--- src/rtl/stopwatch_pkg.sv ---
// Shared types for the stopwatch control sequencer: FSM states, counter width and time record.
// Helpers classify each state by run-enable and by display source.
package stopwatch_pkg;

    typedef enum logic [1:0] {
        ST_IDLE  = 2'd0,
        ST_RUN   = 2'd1,
        ST_LAP   = 2'd2,
        ST_PAUSE = 2'd3
    } sw_state_t;

    localparam int CNT_W = 7;

    typedef struct packed {
        logic [CNT_W-1:0] min;
        logic [CNT_W-1:0] sec;
        logic [CNT_W-1:0] hsec;
    } sw_time_t;

    function automatic logic is_counting(input sw_state_t s);
        return (s == ST_RUN) || (s == ST_LAP);
    endfunction

    function automatic logic shows_live(input sw_state_t s);
        return (s == ST_RUN) || (s == ST_PAUSE);
    endfunction

endpackage

--- src/rtl/stopwatch_ctrl_btn_debounce.sv ---
// Button conditioner: 2-FF synchronizer, stable-level debounce, rising-edge pulse.
// Latency: pulse 2 + DEBOUNCE_CYCLES + 1 cycles after a clean press; no backpressure.
// A level held through reset is ignored until the synchronized input has been seen low.
module btn_debounce #(
    parameter int DEBOUNCE_CYCLES = 500000
) (
    input  logic i_clk,
    input  logic i_rst_n,
    input  logic i_btn,
    output logic o_pulse
);
    localparam int CW = (DEBOUNCE_CYCLES > 1) ? $clog2(DEBOUNCE_CYCLES) : 1;
    localparam logic [CW-1:0] LAST = CW'(DEBOUNCE_CYCLES - 1);

    logic [1:0]    r_sync;
    logic [1:0]    r_sync_vld;
    logic [CW-1:0] r_cnt;
    logic          r_level;
    logic          r_level_d;
    logic          r_armed;
    logic          r_pulse;

    always_ff @(posedge i_clk or negedge i_rst_n) begin
        if (!i_rst_n) begin
            r_sync     <= '0;
            r_sync_vld <= '0;
            r_cnt      <= '0;
            r_level    <= 1'b0;
            r_level_d  <= 1'b0;
            r_armed    <= 1'b0;
            r_pulse    <= 1'b0;
        end else begin
            r_sync     <= {r_sync[0], i_btn};
            r_sync_vld <= {r_sync_vld[0], 1'b1};
            // Any sample matching the accepted level restarts the stability count.
            if (r_sync[1] == r_level) begin
                r_cnt <= '0;
            end else if (r_cnt == LAST) begin
                r_cnt   <= '0;
                r_level <= r_sync[1];
            end else begin
                r_cnt <= r_cnt + 1'b1;
            end
            r_level_d <= r_level;
            if (r_sync_vld[1] && !r_sync[1]) begin
                r_armed <= 1'b1;
            end
            r_pulse <= r_armed && r_level && !r_level_d;
        end
    end

    assign o_pulse = r_pulse;

endmodule

--- src/rtl/stopwatch_ctrl.sv ---
// Stopwatch sequencer: debounced buttons drive run/lap/pause FSM, lap buffer and display mux.
// Latency: outputs register one cycle after a button pulse; lap_rd_* is a combinational read.
// No backpressure: pa beats a same-cycle pb, laps beyond LAP_DEPTH are dropped.
module stopwatch_ctrl
    import stopwatch_pkg::*;
#(
    parameter int DEBOUNCE_CYCLES = 500000,
    parameter int LAP_DEPTH       = 4
) (
    input  logic                         clk,
    input  logic                         rst,
    input  logic                         btn_a,
    input  logic                         btn_b,
    input  logic [CNT_W-1:0]             hsec_in,
    input  logic [CNT_W-1:0]             sec_in,
    input  logic [CNT_W-1:0]             min_in,
    input  logic [$clog2(LAP_DEPTH)-1:0] lap_sel,
    output logic                         start,
    output logic                         clr,
    output logic [CNT_W-1:0]             disp_hsec,
    output logic [CNT_W-1:0]             disp_sec,
    output logic [CNT_W-1:0]             disp_min,
    output logic [CNT_W-1:0]             lap_rd_hsec,
    output logic [CNT_W-1:0]             lap_rd_sec,
    output logic [CNT_W-1:0]             lap_rd_min,
    output logic [$clog2(LAP_DEPTH):0]   lap_count,
    output logic                         lap_full,
    output logic [1:0]                   state
);
    localparam int SEL_W = $clog2(LAP_DEPTH);
    localparam int LCW   = SEL_W + 1;
    localparam logic [LCW-1:0] DEPTH = LCW'(LAP_DEPTH);

    logic       w_pa;
    logic       w_pb_raw;
    logic       w_pb;
    logic       w_capture;
    logic       w_clear;
    sw_state_t  r_state;
    sw_state_t  w_state_nxt;
    sw_time_t   w_live;
    sw_time_t   w_view_nxt;
    sw_time_t   w_rd;
    sw_time_t   r_view;
    sw_time_t   r_disp;
    sw_time_t   r_lap [LAP_DEPTH];
    logic [LCW-1:0]   r_lap_count;
    logic [LCW-1:0]   w_lap_count_nxt;
    logic [SEL_W-1:0] w_wr_idx;
    logic       r_start;
    logic       r_clr;
    logic       r_full;

    btn_debounce #(.DEBOUNCE_CYCLES(DEBOUNCE_CYCLES)) u_deb_a (
        .i_clk(clk), .i_rst_n(rst), .i_btn(btn_a), .o_pulse(w_pa)
    );

    btn_debounce #(.DEBOUNCE_CYCLES(DEBOUNCE_CYCLES)) u_deb_b (
        .i_clk(clk), .i_rst_n(rst), .i_btn(btn_b), .o_pulse(w_pb_raw)
    );

    assign w_pb     = w_pb_raw & ~w_pa;
    assign w_live   = {min_in, sec_in, hsec_in};
    assign w_wr_idx = r_lap_count[SEL_W-1:0];

    always_comb begin
        w_state_nxt = r_state;
        w_capture   = 1'b0;
        w_clear     = 1'b0;
        case (r_state)
            ST_IDLE: begin
                if (w_pa)      w_state_nxt = ST_RUN;
                else if (w_pb) w_clear     = 1'b1;
            end
            ST_RUN: begin
                if (w_pa) begin
                    w_state_nxt = ST_PAUSE;
                end else if (w_pb) begin
                    w_capture   = 1'b1;
                    w_state_nxt = ST_LAP;
                end
            end
            ST_LAP: begin
                if (w_pa)      w_state_nxt = ST_RUN;
                else if (w_pb) w_capture   = 1'b1;
            end
            ST_PAUSE: begin
                if (w_pa) begin
                    w_state_nxt = ST_RUN;
                end else if (w_pb) begin
                    w_clear     = 1'b1;
                    w_state_nxt = ST_IDLE;
                end
            end
            default: w_state_nxt = ST_IDLE;
        endcase
    end

    always_comb begin
        w_view_nxt      = r_view;
        w_lap_count_nxt = r_lap_count;
        if (w_clear) begin
            w_view_nxt      = '0;
            w_lap_count_nxt = '0;
        end else if (w_capture) begin
            w_view_nxt = w_live;
            if (!r_full) w_lap_count_nxt = r_lap_count + 1'b1;
        end
    end

    always_ff @(posedge clk or negedge rst) begin
        if (!rst) begin
            r_state     <= ST_IDLE;
            r_start     <= 1'b0;
            r_clr       <= 1'b0;
            r_view      <= '0;
            r_disp      <= '0;
            r_lap_count <= '0;
            r_full      <= 1'b0;
            for (int i = 0; i < LAP_DEPTH; i++) r_lap[i] <= '0;
        end else begin
            r_state     <= w_state_nxt;
            r_start     <= is_counting(w_state_nxt);
            r_clr       <= w_clear;
            r_view      <= w_view_nxt;
            r_lap_count <= w_lap_count_nxt;
            r_full      <= (w_lap_count_nxt == DEPTH);
            r_disp      <= shows_live(w_state_nxt) ? w_live : w_view_nxt;
            if (w_capture && !r_full) r_lap[w_wr_idx] <= w_live;
        end
    end

    // Entries past lap_count may hold stale laps from before a clear; mask them.
    assign w_rd = ({1'b0, lap_sel} < r_lap_count) ? r_lap[lap_sel] : '0;

    assign state       = r_state;
    assign start       = r_start;
    assign clr         = r_clr;
    assign disp_min    = r_disp.min;
    assign disp_sec    = r_disp.sec;
    assign disp_hsec   = r_disp.hsec;
    assign lap_rd_min  = w_rd.min;
    assign lap_rd_sec  = w_rd.sec;
    assign lap_rd_hsec = w_rd.hsec;
    assign lap_count   = r_lap_count;
    assign lap_full    = r_full;

endmodule
--- config.mk ---
export PLATFORM = sky130hd
export DESIGN_NAME = stopwatch_ctrl
export DESIGN_NICKNAME = d
export VERILOG_FILES = /design/src/rtl/stopwatch_pkg.sv /design/src/rtl/stopwatch_ctrl_btn_debounce.sv /design/src/rtl/stopwatch_ctrl.sv
export SDC_FILE = /design/constraint.sdc
export NUM_CORES = 1
export LEC_CHECK = 0
export ABC_AREA = 1
export CORE_AREA = 2 2 142 144
export CTS_BUF_LIST = sky130_fd_sc_hd__clkbuf_16
export DETAILED_ROUTE_END_ITERATION = 8
export DIE_AREA = 0 0 144 146
export GPL_TIMING_DRIVEN = 0
export SYNTH_ARGS = -nofsm -noshare
export SYNTH_HDL_FRONTEND = slang
export SYNTH_SLANG_ARGS = --single-unit
export TNS_END_PERCENT = 5
--- constraint.sdc ---
create_clock -name clk -period 3.8 [get_ports clk]
set_clock_uncertainty 0.15 [all_clocks]
set_input_delay 0.76 -clock clk [delete_from_list [all_inputs] [get_ports clk]]
set_output_delay 0.76 -clock clk [all_outputs]
set_load 0.05 [all_outputs]
==> out/metrics.json <==
{
  "status": "finished clean",
  "final_period_minus_worst_setup_slack_ns": 3.671,
  "yosys.area_share.xor_xnor": 0.02111,
  "cp.arrival_ns": 2.76,
  "pin_count": 77,
  "worstReg2RegStart": "state[1]",
  "synth_adder_area_share": 0.01747,
  "main_combinational_cell_family_by_area_after_synthesis": "simple AND/OR/NAND/NOR gates",
  "power_density_nw_per_um2": 393.4,
  "numClockSinks": 186,
  "fp.coreArea_um2": 19330,
  "critical_path.startpoint_type": "input pin",
  "total_leakage_power_nw": 4.883,
  "io_buffers": 75,
  "worst-endpoint-required_ns": 2.89,
  "rsz0062_at_grt": "false",
  "rr_worst_depth": 12,
  "synth.mux.area_fraction": 0,
  "synthesis_warning_total": 0,
  "die_x_um": 144,
  "final.fill_count": 1855,
  "synth.distinct_cells": 33,
  "core.rowCount": 51,
  "regToRegSetupSlack_ns": 1.75,
  "worst_setup_hold_path_clk_slew_ns": 0.06,
  "drive_gt1_frac": 0.09327,
  "worstSetupPathType": "input pin to output port",
  "design.die.area_um2": 21020,
  "timing_hold_violations_final": 0,
  "finish.net_count": 1143,
  "globalRouteTotalUtil": 0.2073,
  "multiInputGateArea_um2": 3318,
  "timing.final.setup_violations": 0,
  "relative_slew_slack": 0.5225,
  "postSynthRegisterBits": 186,
  "cp-end-kind": "output port",
  "routed_wire_length_per_instance_um": 14.97,
  "vias": 6746,
  "grt_first_pass_wirelength_mm": 34.18,
  "post-dp-hpwl_mm": 14.36,
  "first_iter_violations": 434,
  "globalplace.congestion": 0.8229,
  "synth_enable_flop_cells": 0,
  "finalNonFillerCells": 1380,
  "detail_route.drc_violations": 0,
  "setup_tns_ns": 0,
  "compound_cell_area_share_of_the_yosys_netlist": 0.1179,
  "first_global_vias": 6684,
  "grt-ovfl-total": 0,
  "initial_core_util": 0.4446,
  "p_total_mw": 4.042,
  "final_design_area_no_fill_um2": 10270,
  "synth.net_count": 1048,
  "vias_per_cell": 4.888,
  "hold_path.class": "input pin to async pin",
  "h-tree-depth": 4,
  "yosysSeqAreaShare": 0.5415,
  "synth-async-reset-ratio": 1.000,
  "synth-main-ff-cell": "sky130_fd_sc_hd__dfrtp_1",
  "grt_antenna_before_repair": 0,
  "yosys.area_share.simple": 0.2291,
  "die_height_um": 146,
  "max-cap-violations": 0,
  "area_growth_pct": 19.51,
  "ir_drop_v": 0.0003477,
  "worst_setup_path_startpoint": "lap_sel[1]",
  "synth.cell_area_um2": 8596,
  "synthesized_netlist_cell_count": 1009,
  "clock_insertion_delay_worst_skew_ns": 0.43,
  "cts_root_buffer": "sky130_fd_sc_hd__clkbuf_16",
  "clock.fmax_mhz": 272.4,
  "synth_area_per_cell_um2": 8.519,
  "cts_buffers": 17,
  "overall_routed_net_length_mm": 20.66,
  "post_cts_buffers": 0,
  "sequential_cell_area_um2": 4654,
  "worstPathMaxFanout": 10,
  "rr_endpoint": "disp_sec[6]",
  "dp_cells": 1350,
  "grt_max_degree": 96,
  "period_share": 0.9661,
  "endpoint": "lap_rd_hsec[0]",
  "setup_ws_ns": 0.1290,
  "tightestPinTransition_ns": 0.7162,
  "insertedDiodeCount": 0,
  "tritoncts": "done",
  "clock_tree.buffer_depth": 2,
  "timing_max_transition_violations_final": 0,
  "firstDrtPassIters": 5,
  "area_after_detailed_placement_um2": 9711,
  "ant_nets": 0,
  "place_ws_ns": -0.1890
}
## synth_stat cells, types with 2 or more instances
| cell type | n | area share |
|---|---|---|
| sky130_fd_sc_hd__nand2_1 | 222 | 0.097 |
| sky130_fd_sc_hd__dfrtp_1 | 186 | 0.54 |
| sky130_fd_sc_hd__nor2_1 | 169 | 0.074 |
| sky130_fd_sc_hd__o21ai_1 | 98 | 0.057 |
| sky130_fd_sc_hd__inv_1 | 82 | 0.036 |
| sky130_fd_sc_hd__o21ai_0 | 46 | 0.027 |
| sky130_fd_sc_hd__nand3_1 | 43 | 0.025 |
| sky130_fd_sc_hd__a21oi_1 | 30 | 0.017 |
| sky130_fd_sc_hd__buf_2 | 17 | 0.0099 |
| sky130_fd_sc_hd__xor2_1 | 17 | 0.017 |
| sky130_fd_sc_hd__buf_6 | 14 | 0.018 |
| sky130_fd_sc_hd__ha_1 | 12 | 0.017 |
| sky130_fd_sc_hd__o21ai_2 | 11 | 0.011 |
| sky130_fd_sc_hd__clkbuf_1 | 8 | 0.0035 |
| sky130_fd_sc_hd__nand2_2 | 8 | 0.0058 |
| sky130_fd_sc_hd__nor3_1 | 7 | 0.0041 |
| sky130_fd_sc_hd__nor2_2 | 6 | 0.0044 |
| sky130_fd_sc_hd__nand2_4 | 5 | 0.0065 |
| sky130_fd_sc_hd__nand4_1 | 5 | 0.0036 |
| sky130_fd_sc_hd__inv_2 | 4 | 0.0017 |
| sky130_fd_sc_hd__nor2_4 | 3 | 0.0039 |
| sky130_fd_sc_hd__a211oi_1 | 2 | 0.0017 |
| sky130_fd_sc_hd__buf_4 | 2 | 0.0017 |
| sky130_fd_sc_hd__nor3b_1 | 2 | 0.0017 |
| sky130_fd_sc_hd__xnor2_2 | 2 | 0.0038 |
## per-layer routing
layer	global-route usage	up-vias	wire length, um
li1	-	3385	-
met4	0.04412	0	187
met1	0.2865	3250	9728
met3	0.04146	15	745
met2	0.3395	96	10000
met5	0	-	0
## cells in the final DEF (no fill, tap or decap), drive strengths merged, types with 7 or more instances in the layout
master	count
clkbuf	26
xor2	17
a21oi	31
clkdlybuf4s50	54
nor3	7
nand2	235
nand3	45
dlygate4sd2	18
buf	36
nor2	178
inv	91
dfrtp	186
ha	12
o21ai	155
## flip-flops by register name, summed over array words and instances (netlist names), 2 cells and up
name and cells:
state 2, disp_min 7, u_deb_a.r_sync 2, lap_count 3, r_view 21, u_deb_a.r_cnt 19, r_lap 84, u_deb_b.r_cnt 19
u_deb_b.r_sync 2, disp_hsec 7, disp_sec 7
## worst min path at each step
stage	start	to	slack [ns]	cells after the start
6_report	rst	r_lap[49]	0.16	1
5_1_grt	rst	r_lap[49]	0.21	1
4_1_cts	u_deb_b.r_sync_vld[0]	u_deb_a.r_sync_vld[1]	0.20	0
3_5_place_dp	u_deb_b.r_sync_vld[0]	u_deb_a.r_sync_vld[1]	0.18	0
3_3_place_gp	u_deb_a.r_sync[0]	u_deb_a.r_sync[1]	0.18	0
2_1_floorplan	u_deb_a.r_sync[0]	u_deb_a.r_sync[1]	0.18	0
## where the power goes
| group | total (mW) | switching, mW | internal (mW) |
|---|---|---|---|
| clock | 1.81 | 0.731 | 1.08 |
| sequential | 1.99 | 0.00560 | 1.99 |
| combinational | 0.238 | 0.174 | 0.0639 |
## cell type report
type | count | area share
Tap cell | 265 | 0.03228
Buffer | 42 | 0.02838
Sequential cell | 186 | 0.4531
Clock inverter | 13 | 0.01596
Inverter | 87 | 0.03228
Timing Repair Buffer | 76 | 0.07357
Clock buffer | 17 | 0.04141
Multi-Input combinational cell | 694 | 0.3230
## critical path, cell delays in order
cell	delay (ns)
sky130_fd_sc_hd__clkdlybuf4s50_1	0.57
sky130_fd_sc_hd__inv_1	0.11
sky130_fd_sc_hd__clkbuf_1	0.28
sky130_fd_sc_hd__nor2_1	0.19
sky130_fd_sc_hd__o21ai_0	0.11
sky130_fd_sc_hd__a21oi_1	0.21
sky130_fd_sc_hd__clkdlybuf4s15_1	0.52
## repair_timing
action	CTS	global route
hold buffers	0	0
endpoints found under the hold margin	0	0
endpoints found under the setup margin	20	2
resized for setup	20	3
## through the flow
stage,utilization,hold WS [ns]
global route,0.5313,0.2106
CTS,0.5314,0.1990
global placement,0.5006,0.1820
detailed placement,0.5022,0.1847
floorplan,-,0.1812
finish,0.5313,0.1598
## cell families (layout without fill, tap and decap cells)
kind of cell / after synthesis / after routing
flip-flops: 186 / 186
XOR/XNOR: 19 / 19
other: 1 / 1
adder cells (fa/ha/maj): 12 / 12
buffers and inverters: 129 / 235
AO/OA/AOI/OAI: 190 / 190
AND/OR/NAND/NOR: 472 / 472
Power figures use the tool's default switching activity.
